### src/rtl/axi_rd_engine.sv
// AXI4 read-channel master: one outstanding line (8 x 32b INCR) or single-word read.
// Optional sticky rresp error flag enabled with `define AXI_RD_ERR_CHK_EN.
module axi_rd_engine #(
  parameter logic [3:0] AXI_ID = 4'd3
) (
  input  logic         clk,
  input  logic         resetn,
  // request / return interface
  input  logic         rd_req,
  input  logic         rd_type,
  input  logic [31:0]  rd_addr,
  output logic         rd_rdy,
  output logic         ret_half,
  output logic         ret_valid,
  output logic [255:0] ret_data,
  // AXI AR channel
  output logic [3:0]   arid,
  output logic [31:0]  araddr,
  output logic [7:0]   arlen,
  output logic [2:0]   arsize,
  output logic [1:0]   arburst,
  output logic [1:0]   arlock,
  output logic [3:0]   arcache,
  output logic [2:0]   arprot,
  output logic         arvalid,
  input  logic         arready,
  // AXI R channel
  input  logic [3:0]   rid,
  input  logic [31:0]  rdata,
  input  logic [1:0]   rresp,
  input  logic         rlast,
  input  logic         rvalid,
  output logic         rready,
  output logic         rd_err
);

  typedef enum logic [1:0] {
    S_IDLE,
    S_AR,
    S_R,
    S_DONE
  } state_t;

  state_t         state_q, state_d;
  logic           type_q, type_d;
  logic [31:0]    araddr_q, araddr_d;
  logic [7:0]     arlen_q, arlen_d;
  logic [2:0]     cnt_q, cnt_d;
  logic [255:0]   data_q, data_d;
  logic           half_q, half_d;

  always_comb begin
    // NOTE: every signal written here gets a default first so no path leaves it
    // unassigned; otherwise synthesis infers a latch to hold the old value.
    state_d   = state_q;
    type_d    = type_q;
    araddr_d  = araddr_q;
    arlen_d   = arlen_q;
    cnt_d     = cnt_q;
    data_d    = data_q;
    half_d    = 1'b0;
    rd_rdy    = 1'b0;
    arvalid   = 1'b0;
    rready    = 1'b0;
    ret_valid = 1'b0;

    unique case (state_q)
      S_IDLE: begin
        rd_rdy = 1'b1;
        if (rd_req) begin
          type_d   = rd_type;
          araddr_d = rd_type ? {rd_addr[31:4], 4'h0} : rd_addr;
          arlen_d  = rd_type ? 8'd7 : 8'd0;
          cnt_d    = 3'd0;
          data_d   = '0;
          state_d  = S_AR;
        end
      end
      S_AR: begin
        arvalid = 1'b1;
        if (arready) state_d = S_R;
      end
      S_R: begin
        rready = 1'b1;
        if (rvalid) begin
          data_d[{cnt_q, 5'b0} +: 32] = rdata;
          // Saturate so a misbehaving slave sending >8 beats keeps overwriting word 7.
          if (cnt_q != 3'd7) cnt_d = cnt_q + 3'd1;
          if (type_q && cnt_q == 3'd3) half_d = 1'b1;
          if (rlast) state_d = S_DONE;
        end
      end
      S_DONE: begin
        ret_valid = 1'b1;
        state_d   = S_IDLE;
      end
      default: state_d = S_IDLE;
    endcase
  end

  // NOTE: sequential state uses non-blocking assignments so every flop samples
  // the pre-edge values regardless of statement order or process scheduling.
  always_ff @(posedge clk) begin
    // NOTE: the 256-bit return buffer is reset too, because ret_data must read
    // zero out of reset and after an abandoned transaction.
    if (!resetn) begin
      state_q  <= S_IDLE;
      type_q   <= 1'b0;
      araddr_q <= '0;
      arlen_q  <= '0;
      cnt_q    <= '0;
      data_q   <= '0;
      half_q   <= 1'b0;
    end else begin
      state_q  <= state_d;
      type_q   <= type_d;
      araddr_q <= araddr_d;
      arlen_q  <= arlen_d;
      cnt_q    <= cnt_d;
      data_q   <= data_d;
      half_q   <= half_d;
    end
  end

  assign ret_half = half_q;
  assign ret_data = data_q;
  assign arid     = AXI_ID;
  assign araddr   = araddr_q;
  assign arlen    = arlen_q;
  assign arsize   = 3'd2;
  assign arburst  = 2'b01;
  assign arlock   = 2'b00;
  assign arcache  = 4'b0000;
  assign arprot   = 3'b000;

  logic unused_in;

`ifdef AXI_RD_ERR_CHK_EN
  logic err_q, err_d;

  always_comb begin
    err_d = err_q | (state_q == S_R && rvalid && rresp[1]);
  end

  always_ff @(posedge clk) begin
    if (!resetn) err_q <= 1'b0;
    else         err_q <= err_d;
  end

  assign rd_err    = err_q;
  assign unused_in = ^{rid, rresp[0]};
`else
  assign rd_err    = 1'b0;
  assign unused_in = ^{rid, rresp};
`endif

endmodule
### config.mk
export PLATFORM = sky130hd
export DESIGN_NAME = axi_rd_engine
export DESIGN_NICKNAME = d
export VERILOG_FILES = /design/src/rtl/axi_rd_engine.sv
export SDC_FILE = /design/constraint.sdc
export NUM_CORES = 1
export LEC_CHECK = 0
export ABC_AREA = 1
export BUFFER_PORTS_ARGS = -buffer_cell sky130_fd_sc_hd__buf_2
export CORE_MARGIN = 1.5
export CORE_UTILIZATION = 45
export CTS_BUF_LIST = sky130_fd_sc_hd__clkbuf_16
export CTS_CLUSTER_DIAMETER = 120
export CTS_CLUSTER_SIZE = 24
export DETAILED_ROUTE_END_ITERATION = 16
export GPL_TIMING_DRIVEN = 0
export PLACE_DENSITY = 0.72
export SLEW_MARGIN = 25
export SYNTH_ARGS = -nofsm -noshare
export SYNTH_HDL_FRONTEND = slang
export SYNTH_SLANG_ARGS = --single-unit
### constraint.sdc
create_clock -name clk -period 2.4 [get_ports clk]
set_input_delay 0.72 -clock clk [delete_from_list [all_inputs] [get_ports clk]]
set_output_delay 0.72 -clock clk [all_outputs]
set_load 0.02 [all_outputs]
==> impl_results.md, run 1 <==
* Period utilisation layout at 0.939
* Clock transition at path regs at 0.10 ns
* Initial DRC count at 1163
* Sw Pwr at 7.20 mW
* Internal Power at 8.83 mW
* Die X-Extent at 169 um
* Adder-cell share of the synthesized area at 0.0131
* Area of the die at 28600 um2
* CTS tree: yes
* Max frequency at 444 MHz
* Clock sink total at 295
* Core area at 27000 um2
* RSZ-0062 raised after global routing: no
* Row Count at 60
* First-pass GRT wire length at 66.2 mm
* CP max FO at 17
* Leading area contributor after synthesis: dfxtp_1
* Synth Register Bits at 295
* Post-synthesis simple-gate area fraction at 0.308
* Clock power share at 0.184
* Drt drc at 0
* Slew @ Worst Pin at 0.744 ns
* Hold buffer count at CTS at 0
* Total leakage power at 6.75 nW
* H-tree depth at 1
* Setup ws final at 0.147 ns
* Overflow after GRT at 0
* Worst Hold Class: input port to flop
* Post-synth EDFFs at 0
* Peak VDD IR at 0.964 mV
* Syn Inst Count at 1700
* Top cells by area, synth: dfxtp_1 48%, nand2_1 11%, nand3_1 10%
* Max cap viols at 0
* Worst reg-to-reg setup slack at 0.15 ns
* Crit path required time at 2.83 ns
* Max_slew headroom at 0.504
* Seq/Total Area, Yosys at 0.476
* Via count at 13000
* Main flop type after synthesis: dfxtp_1
* CTS buffer count at 16
* Max Buffers Root-to-Sink at 3
* Root buffer cell: clkbuf_16
* Multiplexer area fraction after synthesis at 0
* Largest net degree at the start of global routing at 25
* CP startpoint kind: flop
* Skew final at 0.0228 ns
* Routed Antenna Nets at 0
* Place WS at -0.397 ns
* Initial antenna violation count at 0
* Vias in the first global route at 11900
* Synth cell types at 24
* Power share of the combinational group at 0.473
* Final setup violation count at 0
* Post-synthesis compound-gate area fraction at 0.106
* Post-synth top area share at 0.476
* CP endpoint kind: flop
* Period minus WS final at 2.25 ns
* Tot GR Track Use at 0.300
* Nets@finish at 2196
* Synth Warn # at 0
* Hold Worst Slack at 0.453 ns
* Async S/R FF share, synth at 0
* Vias per cell at 5.32
* Status: finished, final reports clean
* Worst skew pair latency at 0.51 ns
* Main combinational cell family by area after synthesis: simple AND/OR/NAND/NOR gates
* Syn_area_per_cell at 7.29 um2
* Total Routed Length at 44.9 mm
* Arrival @ worst endpoint at 2.68 ns
* Gpl congestion at 0.921
* DR WL/cell at 18.3 um
* Layout area overhead at 23.9%
* Most frequent cell after synthesis: nand2_1
* Power Density at 1040 nW/um2
* Most instantiated cells after synthesis: 364 x nand2_1, 295 x dfxtp_1, 260 x nand3_1
* Inserted Diodes at 0
* Final Max Slew Viols at 0
* Crit Path Class: flop to flop
* First-pass iteration count of the detailed router at 6
* Boundary pin count at 397
* Share of cells above drive strength 1 at 0.258
* Initial core utilization at 0.459
* Dpl hpwl at 34.2 mm
* Sw Share at 0.449
* Area of the mapped netlist at 12400 um2
* Final Hold Fails at 0
* Chip height at 169 um
* Xor and xnor area share after synthesis at 0
* Sequential share of power at 0.342
* Count of input and output buffers at 366
## worst paths after layout
check                                                 from                    endpoint  cells after the start
worst max-delay path                 cnt_q[0]$_SDFFE_PN0P_  ret_data[225]$_SDFFE_PN0P_                     10
worst min-delay path                            rd_addr[1]      araddr[1]$_SDFFE_PN0P_                      3
worst max register to register       cnt_q[0]$_SDFFE_PN0P_  ret_data[225]$_SDFFE_PN0P_                     10
worst min register to register  ret_data[202]$_SDFFE_PN0P_  ret_data[202]$_SDFFE_PN0P_                      2
## timing repair
action,4_1_cts,5_1_grt
gates resized for setup,56,9
endpoints found under the setup margin,251,201
pin swaps,1,0
buffers inserted,2,0
## sequential cells by signal, indices dropped and copies added (netlist names)
| name | count |
|---|---|
| araddr | 32 |
| arlen | 1 |
| cnt_q | 3 |
| ret_data | 256 |
| ret_half | 1 |
| state_q | 2 |
## cells by family (layout without fill, tap and decap cells)
kind of cell | Yosys count | after routing
AO/OA/AOI/OAI | 261 | 261
adder cells (fa/ha/maj) | 13 | 13
buffers and inverters | 225 | 609
flip-flops | 295 | 295
other | 2 | 24
AND/OR/NAND/NOR | 904 | 904
## layout make-up
type	instances	area (um2)
repair buffers	368	1850
inverters	58	223
clock buffers	17	425
clock inverters	1	20.0
well taps	341	427
fillers	2649	11700
plain buffers	165	1040
flip-flops and latches	295	5910
multi-input cells	1202	5470
## stage by stage
step | util | std cells | area (um2) | power (mW) | TNS [ns]
CTS | 0.568 | 2448 | 15300 | 15.9 | 0
detailed placement | 0.545 | 2429 | 14700 | 12.8 | -48.69
floorplan | - | 1722 | 12500 | 10.6 | 0
global placement | 0.545 | 2429 | 14700 | 12.7 | -38.07
global route | 0.569 | 2447 | 15400 | 16.9 | 0
finish | 0.569 | 2447 | 15400 | 16.0 | 0
## power groups by stage
stage,Sequential [mW],Combinational (mW),Clock (mW)
2_1_floorplan,5.93,4.68,0
3_3_place_gp,5.57,7.14,0
3_5_place_dp,5.59,7.20,0
4_1_cts,5.48,7.45,2.98
5_1_grt,5.53,8.25,3.15
6_report,5.49,7.59,2.95
## critical path, stage by stage, from the launching register on
cell	delay, ns
dfxtp_4	0.38
buf_8	0.15
inv_4	0.15
ha_2	0.24
ha_4	0.22
nor2_1	0.12
nand2_1	0.09
nor2_2	0.21
buf_4	0.22
nand3_1	0.19
a21oi_1	0.20
## cells in the final DEF, fill, tap and decap left out, drive strengths merged
master,instances
clkbuf,69
dfxtp,295
nand3,261
buf,481
clkinv,1
ha,13
conb,24
nor2,238
nand3b,1
o21ai,29
nand2,370
inv,58
a21oi,231
a211oi,1
nor3,34
## routing by layer
layer  wire [um]  track usage  vias up
met1       18200        0.379     6013
li1            -            -     6266
met2       20700        0.500      638
met4        1660        0.110        0
met3        4360       0.0690       93
met5           0            0        -
(Power assumes the default switching activity.)
==> run 2, diff against run 1 <==
--- a/config.mk
+++ b/config.mk
@@ -6,15 +6,15 @@
 export NUM_CORES = 1
 export LEC_CHECK = 0
 export ABC_AREA = 1
-export BUFFER_PORTS_ARGS = -buffer_cell sky130_fd_sc_hd__buf_2
 export CORE_MARGIN = 1.5
 export CORE_UTILIZATION = 45
 export CTS_BUF_LIST = sky130_fd_sc_hd__clkbuf_16
 export CTS_CLUSTER_DIAMETER = 120
 export CTS_CLUSTER_SIZE = 24
 export DETAILED_ROUTE_END_ITERATION = 16
+export DONT_BUFFER_PORTS = 1
 export GPL_TIMING_DRIVEN = 0
-export PLACE_DENSITY = 0.72
+export HOLD_SLACK_MARGIN = 0.1
 export SLEW_MARGIN = 25
 export SYNTH_ARGS = -nofsm -noshare
 export SYNTH_HDL_FRONTEND = slang
==> impl_results.md, run 2 (same netlist as run 1, synthesis figures left out) <==
* CP max FO at 11 (was 17)
* Tot GR Track Use at 0.302 (was 0.300)
* Tot Pwr at 15.9 mW (was 16.0 mW)
* Core area at 27000 um2 (unchanged)
* Row Count at 60 (unchanged)
* Clock sink total at 295 (unchanged)
* First-pass GRT wire length at 66.1 mm (was 66.2 mm)
* Dpl hpwl at 34.2 mm (about the same)
* R2R depth at 11 (was 10)
* Arrival @ worst endpoint at 2.72 ns (was 2.68 ns)
* Crit path required time at 2.85 ns (was 2.83 ns)
* Cell chain of the critical path: buf_8, inv_2, buf_4, ha_4, ha_1, inv_4, clkbuf_4, nand3_1, nor2_1, nand3_1, a21oi_1 (was buf_8, inv_4, ha_2, ha_4, nor2_1, nand2_1, nor2_2, buf_4, nand3_1, a21oi_1)
* Hold path cells at 2 (was 3)
* CP startpoint kind: flop (unchanged)
* Final Max Slew Viols at 0 (unchanged)
* Initial DRC count at 921 (was 1163)
* Peak VDD IR at 0.818 mV (was 0.964 mV)
* Initial antenna violation count at 0 (unchanged)
* Boundary pin count at 397 (unchanged)
* H-tree depth at 1 (unchanged)
* Gpl congestion at 0.884 (was 0.921)
* Vias in the first global route at 10800 (was 11900)
* Final Hold Fails at 0 (unchanged)
* Most common cell after layout, fill and taps aside: nand2_1 (was buf_2)
* DR WL/cell at 21.3 um (was 18.3 um)
* CTS buffer count at 16 (unchanged)
* Count of input and output buffers at 0 (was 366)
* CTS tree: yes (unchanged)
* Period utilisation layout at 0.946 (was 0.939)
* Share of cells above drive strength 1 at 0.0998 (was 0.258)
* Worst Hold Class: input port to flop (unchanged)
* Total Routed Length at 44.4 mm (was 44.9 mm)
* Slowest CP cell: dfxtp_4 (unchanged)
* CP peak stage delay at 0.38 ns (about the same)
* Via count at 11400 (was 13000)
* Clock transition at path regs at 0.11 ns (was 0.10 ns)
* Area of the die at 28600 um2 (unchanged)
* RSZ-0062 raised after global routing: no (unchanged)
* Period minus WS final at 2.27 ns (was 2.25 ns)
* Hold buffer count at CTS at 0 (unchanged)
* Nets@finish at 1833 (was 2196)
* Skew final at 0.0357 ns (was 0.0228 ns)
* Largest net degree at the start of global routing at 25 (unchanged)
* Drt drc at 0 (unchanged)
* Overflow after GRT at 0 (unchanged)
* Max_slew headroom at 0.393 (was 0.504)
* Max FFs per register at 256 (unchanged)
* Placed cell area at 12900 um2 (was 14700 um2)
* Status: finished, final reports clean (unchanged)
* Max cap viols at 0 (unchanged)
* Vias per cell at 5.48 (was 5.32)
* Root buffer cell: clkbuf_16 (unchanged)
* Max frequency at 440 MHz (was 444 MHz)
* Critical path depth at 11 (was 10)
* Slew @ Worst Pin at 0.911 ns (was 0.744 ns)
* Routed Antenna Nets at 0 (unchanged)
* Initial core utilization at 0.459 (unchanged)
* Final setup violation count at 0 (unchanged)
* Die X-Extent at 169 um (unchanged)
* Finished Cell Area at 13600 um2 (was 15400 um2)
* Chip height at 169 um (unchanged)
* CP endpoint kind: flop (unchanged)
* Worst skew pair latency at 0.53 ns (was 0.51 ns)
* Inserted Diodes at 0 (unchanged)
* Crit Path Class: flop to flop (unchanged)
* Buf+Inv Stages, Crit Path at 5 (was 3)
* Worst path most repeated cell: nand3_1
* First-pass iteration count of the detailed router at 6 (unchanged)
* Max Buffers Root-to-Sink at 3 (unchanged)
* Commonest cells after routing, fill and taps aside: 361 x nand2_1, 294 x dfxtp_1, 259 x nand3_1, 231 x a21oi_1, 225 x nor2_1 (was 402 x buf_2, 363 x nand2_1, 294 x dfxtp_1, 260 x nand3_1, 231 x a21oi_1)
* Power Density at 1170 nW/um2 (was 1040 nW/um2)
* CP delay by family, top: buffers and inverters (was simple AND/OR/NAND/NOR gates)
* Layout area overhead at 9.59% (was 23.9%)
* Total leakage power at 4.88 nW (was 6.75 nW)
-- run 2: cell types whose count changed in the layout (fill, tap and decap cells not counted), sizes merged --
| cell | before | now |
|---|---|---|
| clkbuf | 69 | 78 |
| buf | 481 | 109 |
-- run 2: timing repair --
item                                    4_1_cts  5_1_grt
endpoints found under the setup margin      249      163
gates resized for setup                      35       39
setup buffers                                 1        3
endpoints found under the hold margin         0        0
pin swaps                                     2        4
-- run 2: layout make-up --
| cell class | instances | area [um2] |
|---|---|---|
| fillers | 2787 | 13400 |
| clock inverters | 1 | 20.0 |
| multi-input cells | 1202 | 5490 |
| clock buffers | 17 | 425 |
| flip-flops and latches | 295 | 5910 |
| plain buffers | 166 | 1070 |
| repair buffers | 4 | 30.0 |
| inverters | 58 | 220 |
| well taps | 341 | 427 |
-- run 2: metrics by stage --
step	instances	util	hold slack (ns)	setup WS (ns)	TNS [ns]
2_1_floorplan	1722	-	0.466	0.202	0
3_3_place_gp	2063	0.478	0.488	-0.325	-42.61
3_5_place_dp	2063	0.478	0.496	-0.334	-50.13
4_1_cts	2081	0.498	0.330	0.0215	0
5_1_grt	2084	0.503	0.328	0.00372	0
6_report	2084	0.503	0.345	0.130	0
-- run 2: path summary, 6_finish.rpt --
check                        startpoint                         end  slack, ns
setup / recovery  cnt_q[0]$_SDFFE_PN0P_  ret_data[243]$_SDFFE_PN0P_       0.13
hold / removal                 rdata[0]    ret_data[0]$_SDFFE_PN0P_       0.34
setup reg to reg  cnt_q[0]$_SDFFE_PN0P_  ret_data[243]$_SDFFE_PN0P_       0.13
hold reg to reg   cnt_q[2]$_SDFFE_PN0P_       cnt_q[2]$_SDFFE_PN0P_       0.51
-- run 2: report_power, final --
group	total [mW]	switching [mW]	internal, mW
sequential	5.92	0.655	5.26
clock	2.96	1.67	1.30
combinational	6.99	4.82	2.17
-- run 2: routing by layer --
layer,GRT usage,part of all wire,vias up
li1,-,-,5569
met1,0.373,0.40,5275
met2,0.517,0.47,527
met3,0.0945,0.11,58
met4,0.0681,0.023,0
met5,0,0,-
